**src/rtl/class_pkg.sv**
```systemverilog
// Shared definitions for the class demux, per-class FIFOs and destination router.
// Word layout: {class, dest, payload[7:0]}.
package class_pkg;

  localparam int WORD_WIDTH    = 10;
  localparam int CLASS_BIT     = 9;
  localparam int DEST_BIT      = 8;
  localparam int DATA_MSB      = 7;

  localparam int DEF_DEPTH     = 8;
  localparam int DEF_AF_THRESH = 6;
  localparam int DEF_AE_THRESH = 2;

  function automatic logic word_class(input logic [WORD_WIDTH-1:0] w);
    return w[CLASS_BIT];
  endfunction

  function automatic logic word_dest(input logic [WORD_WIDTH-1:0] w);
    return w[DEST_BIT];
  endfunction

endpackage

```
**src/rtl/class_fifo_mem.sv**
```systemverilog
// Storage array for class_fifo: synchronous write, registered read port.
// The read register is read-before-write, so a same-address push and pop returns the old word.
module class_fifo_mem #(
  parameter int DATA_WIDTH = 10,
  parameter int DEPTH      = 8,
  parameter int ADDR_WIDTH = $clog2(DEPTH)
) (
  input  logic                  clk,
  input  logic                  reset,
  input  logic                  wr_en,
  input  logic [ADDR_WIDTH-1:0] wr_addr,
  input  logic [DATA_WIDTH-1:0] wr_data,
  input  logic                  rd_en,
  input  logic [ADDR_WIDTH-1:0] rd_addr,
  output logic [DATA_WIDTH-1:0] rd_data
);

  logic [DATA_WIDTH-1:0] mem [DEPTH];

  always_ff @(posedge clk) begin
    if (wr_en) begin
      mem[wr_addr] <= wr_data;
    end
  end

  always_ff @(posedge clk) begin
    if (reset) begin
      rd_data <= '0;
    end else if (rd_en) begin
      rd_data <= mem[rd_addr];
    end
  end

endmodule

```
**src/rtl/class_fifo.sv**
```systemverilog
// Per-class output FIFO with count-based full/empty/almost flags.
// Define CLASS_FIFO_ERR_EN to add sticky err_overflow / err_underflow outputs.
module class_fifo
  import class_pkg::*;
#(
  parameter int DATA_WIDTH = WORD_WIDTH,
  parameter int DEPTH      = DEF_DEPTH,
  parameter int AF_THRESH  = DEF_AF_THRESH,
  parameter int AE_THRESH  = DEF_AE_THRESH
) (
  input  logic                       clk,
  input  logic                       reset,
  input  logic                       push,
  input  logic [DATA_WIDTH-1:0]      data_in,
  input  logic                       pop,
  output logic [DATA_WIDTH-1:0]      data_out,
  output logic                       valid_out,
  output logic                       full,
  output logic                       empty,
  output logic                       almost_full,
  output logic                       almost_empty,
  output logic [$clog2(DEPTH):0]     count
`ifdef CLASS_FIFO_ERR_EN
  ,
  output logic                       err_overflow,
  output logic                       err_underflow
`endif
);

  localparam int AW = $clog2(DEPTH);
  localparam int CW = AW + 1;

  logic [AW-1:0] wr_ptr_reg, rd_ptr_reg;
  logic [CW-1:0] count_reg, count_next;
  logic          valid_reg;
  logic          pop_acc, push_acc;

  // Reset-cycle requests are ignored, so acceptance is gated here as well.
  assign pop_acc  = pop && !empty && !reset;
  assign push_acc = push && (!full || pop_acc) && !reset;

  always_comb begin
    count_next = count_reg;
    case ({push_acc, pop_acc})
      2'b10:   count_next = count_reg + CW'(1);
      2'b01:   count_next = count_reg - CW'(1);
      default: count_next = count_reg;
    endcase
  end

  always_ff @(posedge clk) begin
    if (reset) begin
      wr_ptr_reg <= '0;
      rd_ptr_reg <= '0;
      count_reg  <= '0;
      valid_reg  <= 1'b0;
    end else begin
      if (push_acc) wr_ptr_reg <= wr_ptr_reg + AW'(1);
      if (pop_acc)  rd_ptr_reg <= rd_ptr_reg + AW'(1);
      count_reg <= count_next;
      valid_reg <= pop_acc;
    end
  end

  class_fifo_mem #(
    .DATA_WIDTH (DATA_WIDTH),
    .DEPTH      (DEPTH),
    .ADDR_WIDTH (AW)
  ) u_mem (
    .clk     (clk),
    .reset   (reset),
    .wr_en   (push_acc),
    .wr_addr (wr_ptr_reg),
    .wr_data (data_in),
    .rd_en   (pop_acc),
    .rd_addr (rd_ptr_reg),
    .rd_data (data_out)
  );

  assign valid_out    = valid_reg;
  assign count        = count_reg;
  assign full         = (count_reg == CW'(DEPTH));
  assign empty        = (count_reg == '0);
  assign almost_full  = (count_reg >= CW'(AF_THRESH));
  assign almost_empty = (count_reg <= CW'(AE_THRESH));

`ifdef CLASS_FIFO_ERR_EN
  logic ovf_reg, unf_reg;

  always_ff @(posedge clk) begin
    if (reset) begin
      ovf_reg <= 1'b0;
      unf_reg <= 1'b0;
    end else begin
      if (push && full && !pop) ovf_reg <= 1'b1;
      if (pop && empty)         unf_reg <= 1'b1;
    end
  end

  assign err_overflow  = ovf_reg;
  assign err_underflow = unf_reg;
`endif

endmodule

```
**config.mk**
```make
export PLATFORM = sky130hd
export DESIGN_NAME = class_fifo
export DESIGN_NICKNAME = d
export VERILOG_FILES = /design/src/rtl/class_pkg.sv /design/src/rtl/class_fifo_mem.sv /design/src/rtl/class_fifo.sv
export SDC_FILE = /design/constraint.sdc
export NUM_CORES = 1
export LEC_CHECK = 0
export CAP_MARGIN = 15
export CELL_PAD_IN_SITES_DETAIL_PLACEMENT = 2
export CELL_PAD_IN_SITES_GLOBAL_PLACEMENT = 2
export CORE_ASPECT_RATIO = 0.75
export CORE_MARGIN = 2
export CORE_UTILIZATION = 30
export DETAILED_ROUTE_END_ITERATION = 8
export GPL_ROUTABILITY_DRIVEN = 0
export HOLD_SLACK_MARGIN = 0.05
export PLACE_DENSITY_LB_ADDON = 0.1
export RECOVER_POWER = 100
export SYNTH_ARGS = -nofsm -noshare
export SYNTH_HDL_FRONTEND = slang
export SYNTH_HIERARCHICAL = 1
export SYNTH_SLANG_ARGS = --single-unit
```
**constraint.sdc**
```tcl
create_clock -name clk -period 3.45 [get_ports clk]
set_input_delay 0.69 -clock clk [delete_from_list [all_inputs] [get_ports clk]]
set_output_delay 0.69 -clock clk [all_outputs]
set_load 0.005 [all_outputs]
```
==> Word-level counts from Yosys, hierarchy flattened <==
Memory sizes are Yosys's and may differ from the RTL's. A register that Yosys moved wholly into a read port is not among the register bits.
Index checks and enable logic that the tools add are counted.
Widths: inputs -> output; s select.
{ "totals": {"regBits": 11, "mem_bits_rw": 80, "in_bits": 14, "out_inout_bits": 19, "wordCells": 27, "n_memories": 1} }
{ "mem_list": {"columns": ["memory", "depth", "width", "rd", "rd_clocked_by_memory_dff", "write_ports", "line_no", "text"], "rows": [
  ["u_mem.mem", 8, 10, 1, 1, 1, "class_fifo_mem.sv:18", "logic [DATA_WIDTH-1:0] mem [DEPTH];"]
]} }
{ "op_classes": {"n_addsub": 4, "n_lt_le_gt_ge": 2, "n_eq_ne": 3, "mux": 3, "reduce_logical": 10} }
{ "op_table": {"columns": ["op", "count"], "rows": [
  ["$pmux 4 s2", 1],
  ["$add 3x1->3 const B", 2],
  ["$add 4x1->4 const B", 1],
  ["$eq 4x4->1 const B", 1],
  ["$ge 4x3->1 const B", 1],
  ["$le 4x2->1 const B", 1],
  ["$logic_and 1x1->1", 4],
  ["$logic_not 4->1", 1],
  ["$sub 4x1->4 const B", 1],
  ["$logic_not 1->1", 3],
  ["$eq 2x1->1 const B", 1],
  ["$eq 2x2->1 const B", 1],
  ["$mux 1", 2],
  ["$reduce_bool 2->1", 1],
  ["$logic_or 1x1->1", 1]
]} }

==> Logic depth before layout (Yosys ltp) <==
{ "logic_depth": {"depth_word": 9, "depth_mapped": 10, "mapped_depth_nobuf": 10} }

==> Cells and area by module <==
Netlist, hierarchy kept.
{ "by_module_without_submodules": {"columns": ["module", "instances", "cells_each", "area_per_inst_um2", "seq_area_each_um2"], "rows": [
  ["class_fifo_mem", 1, 196, 3504.6, 2602.5],
  ["class_fifo", 1, 64, 585.6, 220.2]
]} }

==> Worst setup path before layout <==
No wires, ideal clock.
{ "synth_path": {"kind": "input to register", "from": "input port pop", "to": "register count_reg[3] (netlist: count[3])", "setup_ps": 70, "t_arrival_ps": 2589, "required_time_ps": 3380, "path_slack_ps": 791, "cell_stages": 9, "n_path_buf": 0, "cell_sequence": "nor2b_1 > o21ai_2 > or2_2 > ha_1 > ha_1 > a21oi_1 > a21oi_1 > or4_1 > a21oi_1"} }
{ "synth_via": {"elab_chain_cells": 7, "elab_cells_between_ends": 9, "classes_between": "2 x eq/ne; 1 x mux; 6 x reduce/logical"} }
{ "synth_rtl": {"columns": ["element", "line_no", "text"], "rows": [
  ["start, declared", "class_fifo.sv:15", "input logic pop,"],
  ["$logic_and 1x1->1 * (2 in a row)", "class_fifo.sv:39", "assign pop_acc = pop && !empty && !reset;"],
  ["$logic_or 1x1->1", "class_fifo.sv:40", "assign push_acc = push && (!full || pop_acc) && !reset;"],
  ["$logic_and 1x1->1 (2 in a row)", "class_fifo.sv:40", null],
  ["$eq 2x1->1 or $eq 2x2->1 (tied branches)", "class_fifo.sv:44", "case ({push_acc, pop_acc})"],
  ["$pmux 4 s2 or $reduce_bool 2->1 (tied branches)", null, null],
  ["end signal, assigned", "class_fifo.sv:60", "count_reg <= count_next;"],
  ["end, declared", "class_fifo.sv:34", "logic [CW-1:0] count_reg, count_next;"]
]} }
Mark *: on every way between the ends. The rest lies on a longest branch, timed or not.
A chain may end at the register's enable or synchronous reset.

==> Worst setup path after layout <==
Ends and elaborated chain as after synthesis.

==> run summary <==
via count: 2359
CP max FO: 3
fillcell total: 1349
Mapped Cells: 260
post-synthesis mux area share: 10.9%
Post-Synth Adder-Cell Area: 2.02%
worst path cell trace: dlygate4sd3_1 > nor2b_1 > o21ai_2 > or2_2 > ha_1 > ha_1 > a21oi_1 > a21oi_1 > or4_1 > a21oi_1
later-pin clock latency in the skew report: 0.34 ns
overall global routing resource usage: 13.9%
HP Start: u_mem/rd_data[3]$_SDFFE_PP0P_
FFs w/ async S/R, synth: 0%
fin worst setup slack: 0.380 ns
H-tree levels: 3
register area share after synthesis: 69.0%
worst hold stages: 2
Critical Path End Type: register
Synth Area in Simple Gates: 5.38%
internal power: 1.99 mW
initial DRC count: 101
post-synthesis cell type count: 38
Final period util: 89.0%
routed vias/inst: 4.80
crit path kind: in -> reg
max reg flops: 80
Fin Setup TNS: 0 ns
Max-Cap Viols: 0
Antenna diodes: 0
CTS sink cnt: 101
Row Count: 36
Worst EP arrival: 3.34 ns
Sw Pwr: 0.617 mW
slowest stage cell, crit path: dlygate4sd3_1
Sequential cell area: 2820 µm²
CP max stage delay: 0.57 ns
RSZ-0062 raised after global routing: false
Detailed Place HPWL: 6600 µm
vias in the first global route: 2465
Post-CTS Setup Bufs: 0
xor and xnor area share after synthesis: 1.28%
antenna violations before repair: 0
synth warn: 6
crit start category: input pin
Initial Utilization: 31.1%
die area: 14600 µm²
clock power share: 35.0%
static leakage: 1.62 nW
clock tree root buffer cell: clkbuf_16
core area: 13200 µm²
DRT Pass-1 Iters: 4
Worst R2R End: count[3]$_SDFFE_PP0P_
reg2reg start: count[1]$_SDFFE_PP0P_
hold crit path type: reg -> reg
worst hold endpoint: u_mem/rd_data[3]$_SDFFE_PP0P_
flop2flop setup slack: 0.55 ns
power share of the sequential group: 52.8%
Critical Path Most Common Cell: a21oi_1
Synth Area in Compound Gates: 8.99%
share of layout cells above drive strength 1: 15.0%
IO Port Bufs: 32
Residual DRC: 0
FMAX: 326 MHz
post-synthesis register bit count: 101
overall die height: 105 µm
cts bufs inserted: 9
Comb pwr share: 12.3%
Die Wd: 139 µm
syn nets: 280
maximum vdd drop: 227 µV
Post-synth EDFFs: 80
syn avg cell area: 15.7 µm²
required time worst endpoint: 3.72 ns
CTS tree: yes
first-pass GRT wire length: 15000 µm
Syn Std Cell Area: 4090 µm²
Clock Skew: 0.00786 ns
Syn-to-layout area delta: 19.5%
FF-to-FF path depth: 8
total wire length: 9630 µm
Finish-stage setup viols: 0
pin count of the biggest net entering global routing: 43
area of the multi-input gates: 1150 µm²
Pins Over Slew Limit: 0
Hold Violations, Final: 0
Longest Clk Path Bufs: 2
Top-Level Pins: 33
antenna-violating nets left: 0
largest family of logic cells by synthesized area: multiplexers
status: finished, final reports clean
wire per inst: 19.6 µm
clock slew at reported path FFs: 0.07 ns
Cell Pwr Density: 533 nW/µm²
post-cts gate resize count: 0
Final min period: 3.07 ns
Final #Nets: 335
Remaining Overflow, GRT: 0
Place WS: 0.112 ns
Post-synth top flop: edfxtp_1
Hold Buf Count CTS: 0
switching part of the total: 23.7%
measured slew at the worst slew-check pin: 1.08 ns
Max transition margin: 27.5%
## metrics by stage
stage / utilization (%) / total power [mW] / hold slack, ns / cell area, µm² / std cells
floorplan: - / 1.62 / 0.492 / 4090 / 260
global placement: 35.9 / 1.75 / 0.507 / 4720 / 475
detailed placement: 35.9 / 1.75 / 0.513 / 4720 / 475
CTS: 37.8 / 2.67 / 0.528 / 4980 / 491
global route: 37.1 / 2.71 / 0.518 / 4890 / 491
finish: 37.1 / 2.61 / 0.491 / 4890 / 491
## synth_stat cells, types with 2 or more instances
cell,n,area share [%]
edfxtp_1,80,59
nor2_1,31,2.8
mux2i_1,22,5.4
dfxtp_1,21,10
mux2_2,20,5.5
a211oi_2,10,3.1
a221o_1,9,2.2
o22ai_1,9,1.4
inv_1,6,0.55
a21oi_1,5,0.61
ha_1,5,1.5
xor2_1,5,1.1
nand2b_1,4,0.61
buf_1,3,0.28
clkbuf_1,3,0.28
nand2_1,3,0.28
nor2b_1,2,0.31
nor3_1,2,0.24
## how the worst max path moves through the flow
stage                     from                     to  slack, ns  cells after the start
final                      pop  count[3]$_SDFFE_PP0P_       0.38                     10
after floorplan            pop  count[3]$_SDFFE_PP0P_       0.79                      9
after global routing       pop  count[3]$_SDFFE_PP0P_       0.18                     10
after global placement     pop  count[3]$_SDFFE_PP0P_       0.17                     10
after CTS                  pop  count[3]$_SDFFE_PP0P_       0.45                     10
after detailed placement   pop  count[3]$_SDFFE_PP0P_       0.11                     10
## per-layer routing
metal  up-vias  part of all wire (%)  track usage, %
li1       1109                     -               -
met1      1198                    49            19.2
met2        43                    47            22.2
met3         9                   3.4            3.16
met4         0                  0.93            3.68
met5         -                     0               0
## power groups by stage
stage	clock network, mW	registers, mW	logic, mW
floorplan	0	1.40	0.223
global placement	0	1.40	0.344
detailed placement	0	1.40	0.347
CTS	0.940	1.38	0.350
global route	0.974	1.38	0.354
finish	0.912	1.38	0.320
## final cells by class
cell class              instances  area share [%]
clock buffers                  12            4.84
clock inverters                 4           0.487
inverters                       6           0.461
multi-input cells             143            23.5
flip-flops and latches        101            57.8
well taps                     171            4.38
repair buffers                 54            8.55
## placed cells by master, fill, tap and decap left out, types with 2 or more instances in the layout
cell type | synthesis | layout
buf_4 | 1 | 4
dlygate4sd3_1 | 0 | 30
ha_1 | 5 | 5
a21oi_1 | 5 | 5
clkdlybuf4s50_1 | 0 | 2
mux2_2 | 20 | 20
xor2_1 | 5 | 5
clkbuf_1 | 3 | 21
mux2i_1 | 22 | 22
nor3_1 | 2 | 2
edfxtp_1 | 80 | 80
clkinv_2 | 0 | 3
dfxtp_1 | 21 | 20
inv_1 | 6 | 6
a221o_1 | 9 | 9
clkbuf_16 | 0 | 9
nor2b_1 | 2 | 2
nor2_1 | 31 | 30
a211oi_2 | 10 | 6
nand2b_1 | 4 | 4
a211oi_1 | 1 | 5
nand2_1 | 3 | 3
o22ai_1 | 9 | 9
## critical path, delay by kind of cell
family	cells	cell delay, ns
AOI/OAI and AO/OA	4	0.56
adders and majority gates	2	0.56
buffers and inverters	1	0.57
and+or+nand+nor	3	0.98
## kinds of logic (layout without fill, tap and decap cells)
| logic type | after synthesis | after routing |
|---|---|---|
| XOR/XNOR | 6 | 6 |
| AO/OA/AOI/OAI | 41 | 41 |
| AND/OR/NAND/NOR | 48 | 48 |
| adder cells (fa/ha/maj) | 6 | 6 |
| buffers and inverters | 16 | 76 |
| multiplexers | 42 | 42 |
| flip-flops | 101 | 101 |
(Power assumes the default switching activity.)
